`src/rtl/uart_rx_frame_ctrl_if.sv`:
```
// Byte-in / payload-out signal bundle between the UART receiver side and the frame controller.
interface uart_rx_frame_ctrl_if #(
  parameter int unsigned IDX_W = 4
);

  logic             Enable;
  logic             RX_Done;
  logic [7:0]       RX_Bytes;
  logic             Payload_Valid;
  logic [7:0]       Payload_Byte;
  logic [IDX_W-1:0] Payload_Index;
  logic             Frame_Done;
  logic             Frame_Error;
  logic [1:0]       Error_Code;
  logic             Busy;

  // Receiver / host side: supplies bytes, consumes payload and frame status.
  modport master (
    output Enable,
    output RX_Done,
    output RX_Bytes,
    input  Payload_Valid,
    input  Payload_Byte,
    input  Payload_Index,
    input  Frame_Done,
    input  Frame_Error,
    input  Error_Code,
    input  Busy
  );

  // Frame controller side.
  modport slave (
    input  Enable,
    input  RX_Done,
    input  RX_Bytes,
    output Payload_Valid,
    output Payload_Byte,
    output Payload_Index,
    output Frame_Done,
    output Frame_Error,
    output Error_Code,
    output Busy
  );

endinterface

```
`src/rtl/uart_rx_frame_ctrl.sv`:
```
// Frame controller behind a UART receiver: SYNC, LEN, payload, additive checksum, inter-byte timeout.
module uart_rx_frame_ctrl #(
  parameter logic [7:0]  SYNC_BYTE    = 8'hA5,
  parameter int unsigned MAX_LEN      = 16,
  parameter int unsigned TIMEOUT_CLKS = 86800
) (
  input  logic                  Clock,
  input  logic                  Reset_n,
  uart_rx_frame_ctrl_if.slave   bus
);

  localparam int unsigned IDX_W = $clog2(MAX_LEN);
  localparam int unsigned LEN_W = $clog2(MAX_LEN + 1);
  localparam int unsigned TMR_W = $clog2(TIMEOUT_CLKS);
  localparam logic [TMR_W-1:0] TMR_LAST = TMR_W'(TIMEOUT_CLKS - 1);

  localparam logic [1:0] EC_BAD_LEN = 2'b01;
  localparam logic [1:0] EC_CKSUM   = 2'b10;
  localparam logic [1:0] EC_TIMEOUT = 2'b11;

  typedef enum logic [1:0] {
    IDLE    = 2'd0,
    LEN     = 2'd1,
    PAYLOAD = 2'd2,
    CKSUM   = 2'd3
  } state_t;

  state_t           state_q, state_d;
  logic [LEN_W-1:0] len_q, len_d;
  logic [LEN_W-1:0] cnt_q, cnt_d;
  logic [7:0]       sum_q, sum_d;
  logic [TMR_W-1:0] tmr_q, tmr_d;

  logic             pv_q, pv_d;
  logic [7:0]       pbyte_q, pbyte_d;
  logic [IDX_W-1:0] pidx_q, pidx_d;
  logic             fd_q, fd_d;
  logic             fe_q, fe_d;
  logic [1:0]       ec_q, ec_d;
  logic             busy_q, busy_d;

  // State, datapath and registered outputs.
  always_ff @(posedge Clock or negedge Reset_n) begin
    if (!Reset_n) begin
      state_q <= IDLE;
      len_q   <= '0;
      cnt_q   <= '0;
      sum_q   <= '0;
      tmr_q   <= '0;
      pv_q    <= 1'b0;
      pbyte_q <= '0;
      pidx_q  <= '0;
      fd_q    <= 1'b0;
      fe_q    <= 1'b0;
      ec_q    <= '0;
      busy_q  <= 1'b0;
    end else begin
      state_q <= state_d;
      len_q   <= len_d;
      cnt_q   <= cnt_d;
      sum_q   <= sum_d;
      tmr_q   <= tmr_d;
      pv_q    <= pv_d;
      pbyte_q <= pbyte_d;
      pidx_q  <= pidx_d;
      fd_q    <= fd_d;
      fe_q    <= fe_d;
      ec_q    <= ec_d;
      busy_q  <= busy_d;
    end
  end

  // Next-state and output decode; a byte arriving on the expiry cycle takes priority over the timeout.
  always_comb begin
    state_d = state_q;
    len_d   = len_q;
    cnt_d   = cnt_q;
    sum_d   = sum_q;
    tmr_d   = tmr_q;
    pv_d    = 1'b0;
    pbyte_d = pbyte_q;
    pidx_d  = pidx_q;
    fd_d    = 1'b0;
    fe_d    = 1'b0;
    ec_d    = ec_q;

    if (!bus.Enable) begin
      state_d = IDLE;
      tmr_d   = '0;
    end else if (bus.RX_Done) begin
      tmr_d = '0;
      case (state_q)
        IDLE: begin
          if (bus.RX_Bytes == SYNC_BYTE) begin
            state_d = LEN;
          end
        end
        LEN: begin
          if ((bus.RX_Bytes == 8'd0) || (bus.RX_Bytes > 8'(MAX_LEN))) begin
            fe_d    = 1'b1;
            ec_d    = EC_BAD_LEN;
            state_d = IDLE;
          end else begin
            len_d   = LEN_W'(bus.RX_Bytes);
            sum_d   = bus.RX_Bytes;
            cnt_d   = '0;
            state_d = PAYLOAD;
          end
        end
        PAYLOAD: begin
          pv_d    = 1'b1;
          pbyte_d = bus.RX_Bytes;
          pidx_d  = IDX_W'(cnt_q);
          sum_d   = sum_q + bus.RX_Bytes;
          cnt_d   = cnt_q + LEN_W'(1);
          if (cnt_q == (len_q - LEN_W'(1))) begin
            state_d = CKSUM;
          end
        end
        CKSUM: begin
          if (bus.RX_Bytes == sum_q) begin
            fd_d = 1'b1;
          end else begin
            fe_d = 1'b1;
            ec_d = EC_CKSUM;
          end
          state_d = IDLE;
        end
        default: state_d = IDLE;
      endcase
    end else if (state_q != IDLE) begin
      if (tmr_q == TMR_LAST) begin
        fe_d    = 1'b1;
        ec_d    = EC_TIMEOUT;
        state_d = IDLE;
        tmr_d   = '0;
      end else begin
        tmr_d = tmr_q + TMR_W'(1);
      end
    end else begin
      tmr_d = '0;
    end

    busy_d = (state_d != IDLE);
  end

  // Registered outputs onto the bus.
  assign bus.Payload_Valid = pv_q;
  assign bus.Payload_Byte  = pbyte_q;
  assign bus.Payload_Index = pidx_q;
  assign bus.Frame_Done    = fd_q;
  assign bus.Frame_Error   = fe_q;
  assign bus.Error_Code    = ec_q;
  assign bus.Busy          = busy_q;

endmodule

```
`src/flat_wrapper.sv`:
```
// flat-port wrapper written by rule: the top's interface ports become plain ports
module uart_rx_frame_ctrl_flat 
#(
  parameter logic [7:0]  SYNC_BYTE    = 8'hA5,
  parameter int unsigned MAX_LEN      = 16,
  parameter int unsigned TIMEOUT_CLKS = 86800
)
  (Clock, Reset_n, bus_Enable, bus_RX_Done, bus_RX_Bytes, bus_Payload_Valid, bus_Payload_Byte, bus_Payload_Index, bus_Frame_Done, bus_Frame_Error, bus_Error_Code, bus_Busy);
  uart_rx_frame_ctrl_if #(.IDX_W(4)) bus_i ();
  input  logic Clock;
  input  logic Reset_n;
  input wire logic [$bits(bus_i.Enable)-1:0] bus_Enable;
  input wire logic [$bits(bus_i.RX_Done)-1:0] bus_RX_Done;
  input wire logic [$bits(bus_i.RX_Bytes)-1:0] bus_RX_Bytes;
  output wire logic [$bits(bus_i.Payload_Valid)-1:0] bus_Payload_Valid;
  output wire logic [$bits(bus_i.Payload_Byte)-1:0] bus_Payload_Byte;
  output wire logic [$bits(bus_i.Payload_Index)-1:0] bus_Payload_Index;
  output wire logic [$bits(bus_i.Frame_Done)-1:0] bus_Frame_Done;
  output wire logic [$bits(bus_i.Frame_Error)-1:0] bus_Frame_Error;
  output wire logic [$bits(bus_i.Error_Code)-1:0] bus_Error_Code;
  output wire logic [$bits(bus_i.Busy)-1:0] bus_Busy;
  assign bus_i.Enable = bus_Enable;
  assign bus_i.RX_Done = bus_RX_Done;
  assign bus_i.RX_Bytes = bus_RX_Bytes;
  assign bus_Payload_Valid = bus_i.Payload_Valid;
  assign bus_Payload_Byte = bus_i.Payload_Byte;
  assign bus_Payload_Index = bus_i.Payload_Index;
  assign bus_Frame_Done = bus_i.Frame_Done;
  assign bus_Frame_Error = bus_i.Frame_Error;
  assign bus_Error_Code = bus_i.Error_Code;
  assign bus_Busy = bus_i.Busy;
  uart_rx_frame_ctrl #(.SYNC_BYTE(SYNC_BYTE), .MAX_LEN(MAX_LEN), .TIMEOUT_CLKS(TIMEOUT_CLKS)) u_core (.Clock(Clock), .Reset_n(Reset_n), .bus(bus_i));
endmodule
```
`config.mk`:
```
export PLATFORM = sky130hd
export DESIGN_NAME = uart_rx_frame_ctrl_flat
export DESIGN_NICKNAME = d
export VERILOG_FILES = /design/src/rtl/uart_rx_frame_ctrl_if.sv /design/src/rtl/uart_rx_frame_ctrl.sv /design/src/flat_wrapper.sv
export SDC_FILE = /design/constraint.sdc
export NUM_CORES = 1
export LEC_CHECK = 0
export ABC_AREA = 1
export BUFFER_PORTS_ARGS = -buffer_cell sky130_fd_sc_hd__buf_2
export CORE_MARGIN = 2
export CORE_UTILIZATION = 54
export DETAILED_ROUTE_END_ITERATION = 10
export PLACE_DENSITY = 0.74
export SYNTH_ARGS = -nofsm -noshare
export SYNTH_HDL_FRONTEND = slang
export SYNTH_SLANG_ARGS = --single-unit
```
`constraint.sdc`:
```
create_clock -name Clock -period 1.7 [get_ports Clock]
set_input_delay 0.17 -clock Clock [delete_from_list [all_inputs] [get_ports Clock]]
set_output_delay 0.17 -clock Clock [all_outputs]
set_load 0.02 [all_outputs]
```
==> impl_metrics.json, run 1 <==
{
  "fmax_ghz": 0.630,
  "final_hold_viol_count": 0,
  "required_ns": 1.91,
  "comb_power_share_pct": 27.4,
  "tightest_slew_ns": 0.454,
  "drc": 0,
  "status": "finished clean",
  "synth_top_area_share_pct": 42.4,
  "cts_buffer_depth": 2,
  "vias": 2730,
  "power_frac_clock_pct": 24.4,
  "wl_um": 6770,
  "grt_pass1_vias": 2552,
  "gp_congestion": 1.00,
  "area_growth_pct": 11.5,
  "core_area_um2": 5850,
  "fin_tns_setup_ns": 0,
  "synth_enable_flop_cells": 0,
  "cts_sinks": 55,
  "port-buffer-count": 29,
  "ff2ff_setup_slack_ns": 0.11,
  "path_clk_slew_ns": 0.12,
  "r2r_start": "u_core.sum_q[0]",
  "crit_type": "reg2reg",
  "io_pins": 30,
  "power_frac_seq_pct": 48.2,
  "die_area_um2": 6650,
  "wl_per_cell_um": 12.6,
  "hp-start": "bus_RX_Bytes[7]",
  "fin_crit_ns": 1.59,
  "cts_tree": "built",
  "yosys-top-cells-count": "nand2_1 (128), dfrtp_1 (55), inv_1 (51), nor2_1 (44), nand3_1 (31)",
  "die_x_um": 81.5,
  "root_buffer": "clkbuf_8",
  "fin_skew_ns": 0.0166,
  "p_switching_mw": 1.18,
  "synthTopCellsByArea": "dfrtp_1 (42%), nand2_1 (15%), inv_1 (5.9%)",
  "cap_violations": 0,
  "slowest_stage": "dfrtp_1",
  "antenna_found_initial": 0,
  "final.fill_count": 526,
  "cp_common_cell": "inv_1",
  "syn_area_per_cell_um2": 7.65,
  "grt_use_total_pct": 22.5,
  "netlist_area_um2": 3250,
  "yosysSeqAreaShare_pct": 42.4,
  "path_max_fanout": 2,
  "fin_cells": 539,
  "max_slew_margin_pct": 69.8,
  "rows": 28,
  "vias_per_cell": 5.06,
  "start_kind": "flip-flop",
  "cts_max_level": 2,
  "drt_iter0_drc": 236,
  "dr.pass1.iters": 4,
  "grt_max_degree": 39,
  "synth_flop_cell": "dfrtp_1",
  "antenna_left": 0,
  "power.density_nw_per_um2": 913,
  "worstHoldPathCells": 3,
  "slew_viol_final": 0,
  "synthesis.instances": 424,
  "synth.net_count": 447,
  "switching_share_pct": 35.6,
  "yosysWarnings": 0,
  "layout-drive-gt1-share_pct": 17.9,
  "p_leak_nw": 1.87,
  "cp_slowest_stage_delay_ns": 0.37,
  "clk_latency_ns": 0.33,
  "fin_crit_sh_pct": 93.4,
  "async_flop_share_pct": 100,
  "crit_path_end_kind": "flip-flop",
  "grt-ovfl-total": 0,
  "rsz0062_at_grt": "no",
  "fin_nets": 486,
  "yosysMostFrequentCell": "nand2_1",
  "cp_cell_sequence": "ha_1 -> inv_1 -> fa_2 -> inv_1 -> nand4_1 -> nand3_1 -> nor2_1 -> o21ai_1 -> nand2_1",
  "min_path_type": "in2reg",
  "start_util_pct": 55.5,
  "crit_arrival_ns": 1.80,
  "ys_ff_latch": 55,
  "setup_violations": 0,
  "diodes": 0,
  "yosysTopAreaCell": "dfrtp_1",
  "synth_cell_types": 31,
  "vdd_drop_max_v": 0.000568,
  "rr_worst_depth": 9,
  "cts_buffers": 5,
  "power.internal_mw": 2.13,
  "reg2reg_to": "u_core.sum_q[6]",
  "total_power_mw": 3.30,
  "chipHeight_um": 81.5,
  "dp_hpwl_um": 5280,
  "min_to": "u_core.bus.Payload_Byte[7]",
  "grt_first_pass_wirelength_um": 11400,
  "post-place-cells": 529
}
-- cells by family (layout without fill, tap and decap cells) --
logic type      count (synthesis)  in the layout  synth area share (%)
flops                          55             55                  42.4
buf+inv                        63            103                  8.83
xor+xnor                       17             17                  4.59
simple gates                  247            247                  34.0
compound gates                 31             31                  5.71
fa+ha+maj                      11             11                  4.47
-- worst max path at each step --
| stage | slack, ns | cells past startpoint | startpoint | to |
|---|---|---|---|---|
| after floorplan | 0.19 | 9 | u_core.sum_q[0] | u_core.sum_q[6] |
| after global placement | 0.12 | 9 | u_core.sum_q[0] | u_core.sum_q[6] |
| after detailed placement | 0.05 | 9 | u_core.sum_q[0] | u_core.sum_q[6] |
| after CTS | 0.02 | 9 | u_core.sum_q[0] | u_core.sum_q[6] |
| after global routing | 0.002 | 12 | u_core.len_q[0] | u_core.bus.Busy |
| final | 0.11 | 9 | u_core.sum_q[0] | u_core.sum_q[6] |
-- metrics by stage --
step | worst slack (ns) | hold WS, ns | area (um2) | util [%]
after global placement | 0.123 | 0.138 | 3480 | 59.5
after CTS | 0.0237 | 0.123 | 3590 | 61.4
after global routing | 0.00161 | 0.114 | 3620 | 61.9
after floorplan | 0.189 | -0.126 | 3250 | -
final | 0.113 | 0.124 | 3620 | 61.9
after detailed placement | 0.0488 | 0.149 | 3480 | 59.5
-- sequential cells by signal, summed over array words and instances (netlist names) --
register	count
u_core.bus.Frame_Error	1
u_core.bus.Payload_Valid	1
u_core.bus.Frame_Done	1
u_core.bus.Error_Code	2
u_core.sum_q	8
u_core.state_q	2
u_core.bus.Payload_Byte	8
u_core.tmr_q	17
u_core.bus.Busy	1
u_core.bus.Payload_Index	4
u_core.len_q	5
u_core.cnt_q	5
-- cells in the final DEF, fill, tap and decap left out, types with 2 or more instances in the layout --
master / count
nor2_4: 2
dfrtp_1: 55
ha_1: 7
o21ai_2: 6
buf_2: 29
buf_4: 7
clkbuf_8: 5
o21ai_1: 8
ha_2: 2
inv_1: 51
nand2_1: 127
xnor2_1: 2
xor2_1: 15
nand3_2: 2
nor3b_1: 2
nand4_1: 10
inv_8: 2
nor3_2: 2
nand2_2: 4
nor3_1: 10
a21oi_1: 6
inv_2: 5
nand3_1: 31
nor2_2: 11
nor2_1: 44
o21ai_0: 8
-- layer usage --
metal | share of wire [%] | vias to the layer above | global-route usage (%)
met2 | 49 | 53 | 39.1
met3 | 3.9 | 7 | 2.97
met4 | 0.96 | 0 | 6.61
met1 | 46 | 1253 | 29.4
met5 | 0 | - | 0
li1 | - | 1417 | -
-- timing repair --
action / in CTS / in global routing
gates resized for setup: 0 / 6
hold buffers: 1 / 0
setup buffers: 0 / 1
endpoints found under the hold margin: 17 / 0
endpoints found under the setup margin: 0 / 7
-- power by group through the flow --
stage	Clock, mW	Combinational [mW]	Sequential [mW]
finish	0.805	0.906	1.59
global route	0.886	1.03	1.61
CTS	0.831	0.899	1.59
detailed placement	0	0.896	1.61
global placement	0	0.874	1.61
floorplan	0	0.530	1.70
-- critical path, delay by kind of cell (launching register included) --
kind | cells | cell delay [ns]
buffers and inverters | 2 | 0.14
DFF | 1 | 0.37
and+or+nand+nor | 4 | 0.33
adders and majority gates | 2 | 0.52
AOI/OAI and AO/OA | 1 | 0.14
-- final cells by class --
class	instances	area, um2	area share (%)
Multi-Input combinational cell	306	1610	44.3
Timing Repair Buffer	38	228	6.29
Sequential cell	55	1380	38.0
Clock buffer	5	68.8	1.90
Tap cell	75	93.8	2.59
Inverter	57	216	5.98
Clock inverter	3	31.3	0.864
(Power assumes the default switching activity.)
==> inputs of run 2 (changes only) <==
ABC_AREA = not set   (was 1)
PLACE_DENSITY = not set   (was 0.74)
PLACE_DENSITY_LB_ADDON = 0.15   (was not set)
==> impl_metrics.json, run 2 <==
{
  "status": "complete, but fails checks",
  "violations": "negative setup slack",
  "crit_type": "reg2reg",
  "cts_tree": "built",
  "final_hold_viol_count": 0,
  "fin_ws_ns": -0.145,
  "path_clk_slew_ns": 0.10,
  "fin_crit_sh_pct": 109,
  "clk_latency_ns": 0.31,
  "wl_per_cell_um": 14.9,
  "synth_top_area_share_pct": 46.9,
  "drc": 0,
  "fin_nets": 408,
  "chipHeight_um": 77.7,
  "cts_buffer_depth": 2,
  "async_flop_share_pct": 100,
  "fmax_ghz": 0.542,
  "r2r_start": "u_core.sum_q[0]",
  "power.internal_mw": 1.83,
  "rr_worst_depth": 8,
  "final.fill_count": 374,
  "total_power_mw": 2.49,
  "hold_slack_ns": 0.120,
  "switching_share_pct": 26.4,
  "grt_pass1_vias": 2350,
  "yosysTopAreaCell": "dfrtp_1",
  "start_kind": "flip-flop",
  "area_growth_pct": 26.5,
  "worstHoldPathCells": 2,
  "synth_flop_cell": "dfrtp_1",
  "wl_um": 6810,
  "drt_iter0_drc": 130,
  "cts_max_level": 2,
  "yosysWarnings": 0,
  "rows": 26,
  "dr.pass1.iters": 4,
  "antenna_found_initial": 0,
  "synth_enable_flop_cells": 0,
  "grt_first_pass_wirelength_um": 11200,
  "rsz0062_at_grt": "yes",
  "grt_use_total_pct": 23.5,
  "power_frac_clock_pct": 28.3,
  "synth.net_count": 334,
  "start_util_pct": 56.8,
  "p_leak_nw": 1.78,
  "ff2ff_setup_slack_ns": -0.14,
  "core_area_um2": 5170,
  "largest_reg_flops": 17,
  "power_frac_seq_pct": 55.2,
  "fin_skew_ns": 0.00862,
  "slew_viol_final": 0,
  "layout-drive-gt1-share_pct": 30.6,
  "vdd_drop_max_v": 0.000398,
  "yosysMostFrequentCell": "nand2_1",
  "fin_crit_ns": 1.84,
  "die_area_um2": 6040,
  "layout_common_cells": "nand2_1 (59), dfrtp_1 (55), buf_4 (41)",
  "regMostFlops": "u_core.tmr_q",
  "cts_buffers": 5,
  "syn_area_per_cell_um2": 9.44,
  "port-buffer-count": 29,
  "min_path_type": "in2reg",
  "root_buffer": "clkbuf_8",
  "antenna_left": 0,
  "gp_congestion": 0.913,
  "diodes": 0,
  "path_max_fanout": 2,
  "crit_path_end_kind": "flip-flop",
  "cts_sinks": 55,
  "grt_max_degree": 56,
  "tightest_slew_ns": 0.443,
  "die_x_um": 77.7,
  "final_common_cell": "nand2_1",
  "vias": 2480,
  "io_pins": 30,
  "hp-start": "bus_RX_Done",
  "comb_power_share_pct": 16.5,
  "ys_ff_latch": 55,
  "synth_cell_types": 53,
  "reg2reg_to": "u_core.sum_q[6]",
  "grt-ovfl-total": 0,
  "setup_violations": 23,
  "max_slew_margin_pct": 70.2,
  "cap_violations": 0,
  "vias_per_cell": 5.44,
  "power.density_nw_per_um2": 670,
  "crit_arrival_ns": 2.04,
  "synthTopCellsByArea": "dfrtp_1 (47%), nand2_1 (7.9%), xnor2_1 (5.7%)",
  "postLayoutCoreUtil_pct": 71.8,
  "required_ns": 1.90,
  "min_to": "u_core.bus.Frame_Error",
  "synthesis.instances": 311,
  "netlist_area_um2": 2940,
  "dp_hpwl_um": 4760,
  "yosys-top-cells-count": "nand2_1 (62), dfrtp_1 (55), nor2_1 (33), xnor2_1 (19)",
  "p_switching_mw": 0.657,
  "yosysSeqAreaShare_pct": 46.9
}
==> run 2: timing repair <==
item	in CTS	in global routing
buffers inserted	4	6
gates cloned	1	2
pin swaps	14	25
hold endpoints to repair	55	0
gates resized for setup	11	24
endpoints found under the setup margin	5	29
hold buffers	1	0
==> run 2: cell families (layout without fill, tap and decap cells) <==
kind of cell | Yosys count | after routing | synth area share [%]
multiplexers | 6 | 6 | 2.26
XOR/XNOR | 27 | 27 | 8.05
buffers and inverters | 19 | 91 | 3.54
adder cells (fa/ha/maj) | 11 | 11 | 4.94
AND/OR/NAND/NOR | 154 | 154 | 25.4
flip-flops | 55 | 55 | 46.9
AO/OA/AOI/OAI | 39 | 42 | 8.91
==> run 2: final cells by class <==
cell class	count	area, um2	area share [%]
multi-input combinational	240	1620	43.7
sequential	55	1380	37.0
timing repair buffer	74	505	13.6
tap	70	87.6	2.36
clock buffer	6	72.6	1.95
inverter	9	36.3	0.977
clock inverter	2	12.5	0.337
==> run 2: stage by stage <==
step                      worst slack, ns  TNS (ns)  std cells  instance area (um2)
after CTS                          -0.128    -0.297        448                 3570
final                              -0.145    -0.920        456                 3710
after floorplan                   -0.0283   -0.0638        311                 2960
after global routing               -0.290     -3.04        456                 3710
after detailed placement           -0.189     -1.31        434                 3390
after global placement             -0.236     -1.86        434                 3390
==> run 2: power groups by stage <==
stage / Clock [mW] / Combinational [mW] / Sequential, mW
floorplan: 0 / 0.176 / 1.42
global placement: 0 / 0.350 / 1.40
detailed placement: 0 / 0.357 / 1.40
CTS: 0.728 / 0.384 / 1.37
global route: 0.783 / 0.454 / 1.38
finish: 0.705 / 0.410 / 1.38
==> run 2: worst max path at each step <==
| stage | from | endpoint | slack, ns | cells after the start |
|---|---|---|---|---|
| 6_report | u_core.sum_q[0] | u_core.sum_q[6] | -0.14 | 8 |
| 3_3_place_gp | bus_RX_Bytes[1] | u_core.sum_q[0] | -0.24 | 6 |
| 4_1_cts | u_core.sum_q[0] | u_core.sum_q[4] | -0.13 | 8 |
| 3_5_place_dp | bus_RX_Bytes[1] | u_core.sum_q[4] | -0.19 | 6 |
| 5_1_grt | u_core.sum_q[0] | u_core.sum_q[6] | -0.29 | 8 |
| 2_1_floorplan | u_core.sum_q[0] | u_core.sum_q[4] | -0.03 | 8 |
==> run 2: critical path: stages (launching register included) <==
cell and delay [ns]:
dfrtp_1 0.36, ha_2 0.19, inv_2 0.04, fa_2 0.35, nor2b_1 0.12, o21a_1 0.15
o21a_1 0.17, mux2i_1 0.11, a211o_1 0.24
==> run 2: per-layer routing <==
| metal | GRT usage [%] | wire, um | vias to the layer above |
|---|---|---|---|
| met4 | 6.79 | 83 | 0 |
| li1 | - | - | 1222 |
| met1 | 34.5 | 3250 | 1178 |
| met3 | 4.53 | 368 | 8 |
| met5 | 0 | 0 | - |
| met2 | 35.7 | 3100 | 72 |
==> inputs of run 3 (changes only) <==
RECOVER_POWER = 100   (was not set)
==> impl_metrics.json, run 3 (synthesized netlist as in run 2, its figures left out) <==
{
  "die_area_um2": 6040,
  "r2r_start": "u_core.sum_q[0]",
  "vias": 2473,
  "dp_hpwl_um": 4760,
  "io_pins": 30,
  "fin_crit_sh_pct": 108,
  "gp_congestion": 0.913,
  "path_clk_slew_ns": 0.10,
  "cp_cell_sequence": "ha_2 -> inv_2 -> fa_2 -> nor2b_1 -> o21a_1 -> o21a_1 -> mux2i_1 -> a211o_1",
  "cts_max_level": 2,
  "largest_reg_flops": 17,
  "power.density_nw_per_um2": 678,
  "min_path_type": "in2reg",
  "slew_viol_final": 0,
  "wl_per_cell_um": 15.0,
  "area_growth_pct": 24.6,
  "reg2reg_to": "u_core.sum_q[6]",
  "slowest_stage": "dfrtp_1",
  "start_util_pct": 56.8,
  "layout-drive-gt1-share_pct": 25.6,
  "max_slew_margin_pct": 50.7,
  "layout_common_cells": "nand2_1 (59), dfrtp_1 (55), buf_4 (37)",
  "tightest_slew_ns": 0.739,
  "crit_path_end_kind": "flip-flop",
  "antenna_left": 0,
  "path_depth": 8,
  "vias_per_cell": 5.42,
  "endpoint": "u_core.sum_q[6]",
  "wl_um": 6830,
  "grt_pass1_vias": 2350,
  "setup_violations": 25,
  "fin_crit_ns": 1.84,
  "core_area_um2": 5170,
  "grt-ovfl-total": 0,
  "rr_worst_depth": 8,
  "status": "complete, but fails checks",
  "regMostFlops": "u_core.tmr_q",
  "grt_use_total_pct": 23.5,
  "crit_type": "reg2reg",
  "cap_violations": 0,
  "cts_tree": "built",
  "antenna_found_initial": 0,
  "cts_sinks": 55,
  "cts_buffer_depth": 2,
  "final_common_cell": "nand2_1",
  "port-buffer-count": 29,
  "cp_common_cell": "o21a_1",
  "dr.pass1.iters": 4,
  "crit_start": "u_core.sum_q[0]",
  "drt_iter0_drc": 112,
  "hp-start": "bus_RX_Bytes[6]",
  "cp_slowest_stage_delay_ns": 0.36,
  "vdd_drop_max_v": 0.000398,
  "postLayoutCoreUtil_pct": 70.8,
  "grt_first_pass_wirelength_um": 11200,
  "clk_latency_ns": 0.31,
  "final_hold_viol_count": 0,
  "postPlaceCellArea_um2": 3390,
  "fin_skew_ns": 0.00793,
  "critPathTopFamily": "compound AO/OA/AOI/OAI gates",
  "die_x_um": 77.7,
  "start_kind": "flip-flop",
  "required_ns": 1.90,
  "crit_arrival_ns": 2.04,
  "fin_ws_ns": -0.143,
  "grt_max_degree": 56,
  "diodes": 0,
  "path_max_fanout": 2,
  "chipHeight_um": 77.7,
  "violations": "negative setup slack",
  "p_leak_nw": 1.69,
  "ff2ff_setup_slack_ns": -0.14,
  "rows": 26,
  "fin_tns_setup_ns": -1.05,
  "final_cell_area_um2": 3660,
  "fmax_ghz": 0.543,
  "path_buf_inv": 1,
  "cts_buffers": 5,
  "drc": 0,
  "fin_nets": 408,
  "rsz0062_at_grt": "yes",
  "root_buffer": "clkbuf_8"
}
-- run 3: cell types whose count changed in the layout (fill, tap and decap cells not counted), sizes merged --
| cell | previous run | this run |
|---|---|---|
| buf | 73 | 50 |
| clkbuf | 6 | 29 |
-- run 3: worst min-delay path by stage --
stage | depth (start not counted) | endpoint | slack (ns)
after floorplan | 0 | u_core.bus.Busy | -0.13
after global placement | 2 | u_core.bus.Payload_Index[3] | 0.19
after detailed placement | 2 | u_core.bus.Payload_Index[3] | 0.19
after CTS | 2 | u_core.bus.Frame_Error | 0.11
after global routing | 2 | u_core.bus.Frame_Error | 0.11
final | 3 | u_core.bus.Payload_Byte[6] | 0.12
-- run 3: area by class of cell --
cell class              instances  area [um2]
clock buffers                   6        72.6
clock inverters                 2        12.5
fillers                       401        1510
inverters                       9        36.3
multi-input cells             240        1620
flip-flops and latches         55        1380
well taps                      70        87.6
repair buffers                 74         459
-- run 3: where the power goes --
part	internal [mW]	leakage [nW]	switching, mW
logic	0.187	0.919	0.212
clock network	0.289	0.0412	0.417
registers	1.35	0.734	0.0289
-- run 3: timing repair --
item                                   in CTS  in global routing
resized for setup                          11                 24
pin swaps                                  14                 25
cloned                                      1                  2
buffers inserted                            4                  6
hold buffers                                1                  0
setup endpoints to repair                   5                 29
endpoints found under the hold margin      55                  0
-- run 3: metrics by stage --
stage               worst slack [ns]  power (mW)  std cells  hold slack, ns
floorplan                    -0.0283        1.60        311          -0.126
global placement              -0.236        1.75        434           0.191
detailed placement            -0.189        1.76        434           0.189
CTS                           -0.128        2.49        448           0.107
global route                  -0.290        2.61        456           0.113
finish                        -0.143        2.48        456           0.122
-- run 3: routing by layer --
| metal | up-vias | wire, um | GRT usage (%) |
|---|---|---|---|
| met5 | - | 0 | 0 |
| met4 | 0 | 83 | 6.79 |
| met3 | 8 | 373 | 4.53 |
| met2 | 68 | 3090 | 35.7 |
| met1 | 1175 | 3280 | 34.5 |
| li1 | 1222 | - | - |
-- run 3: worst reg2reg max path: cells and delay by family, from the launching register on --
family	cells	cell delay [ns]
AOI/OAI and AO/OA	3	0.56
adders and majority gates	2	0.54
buffers and inverters	1	0.04
DFF	1	0.36
muxes	1	0.11
and+or+nand+nor	1	0.12
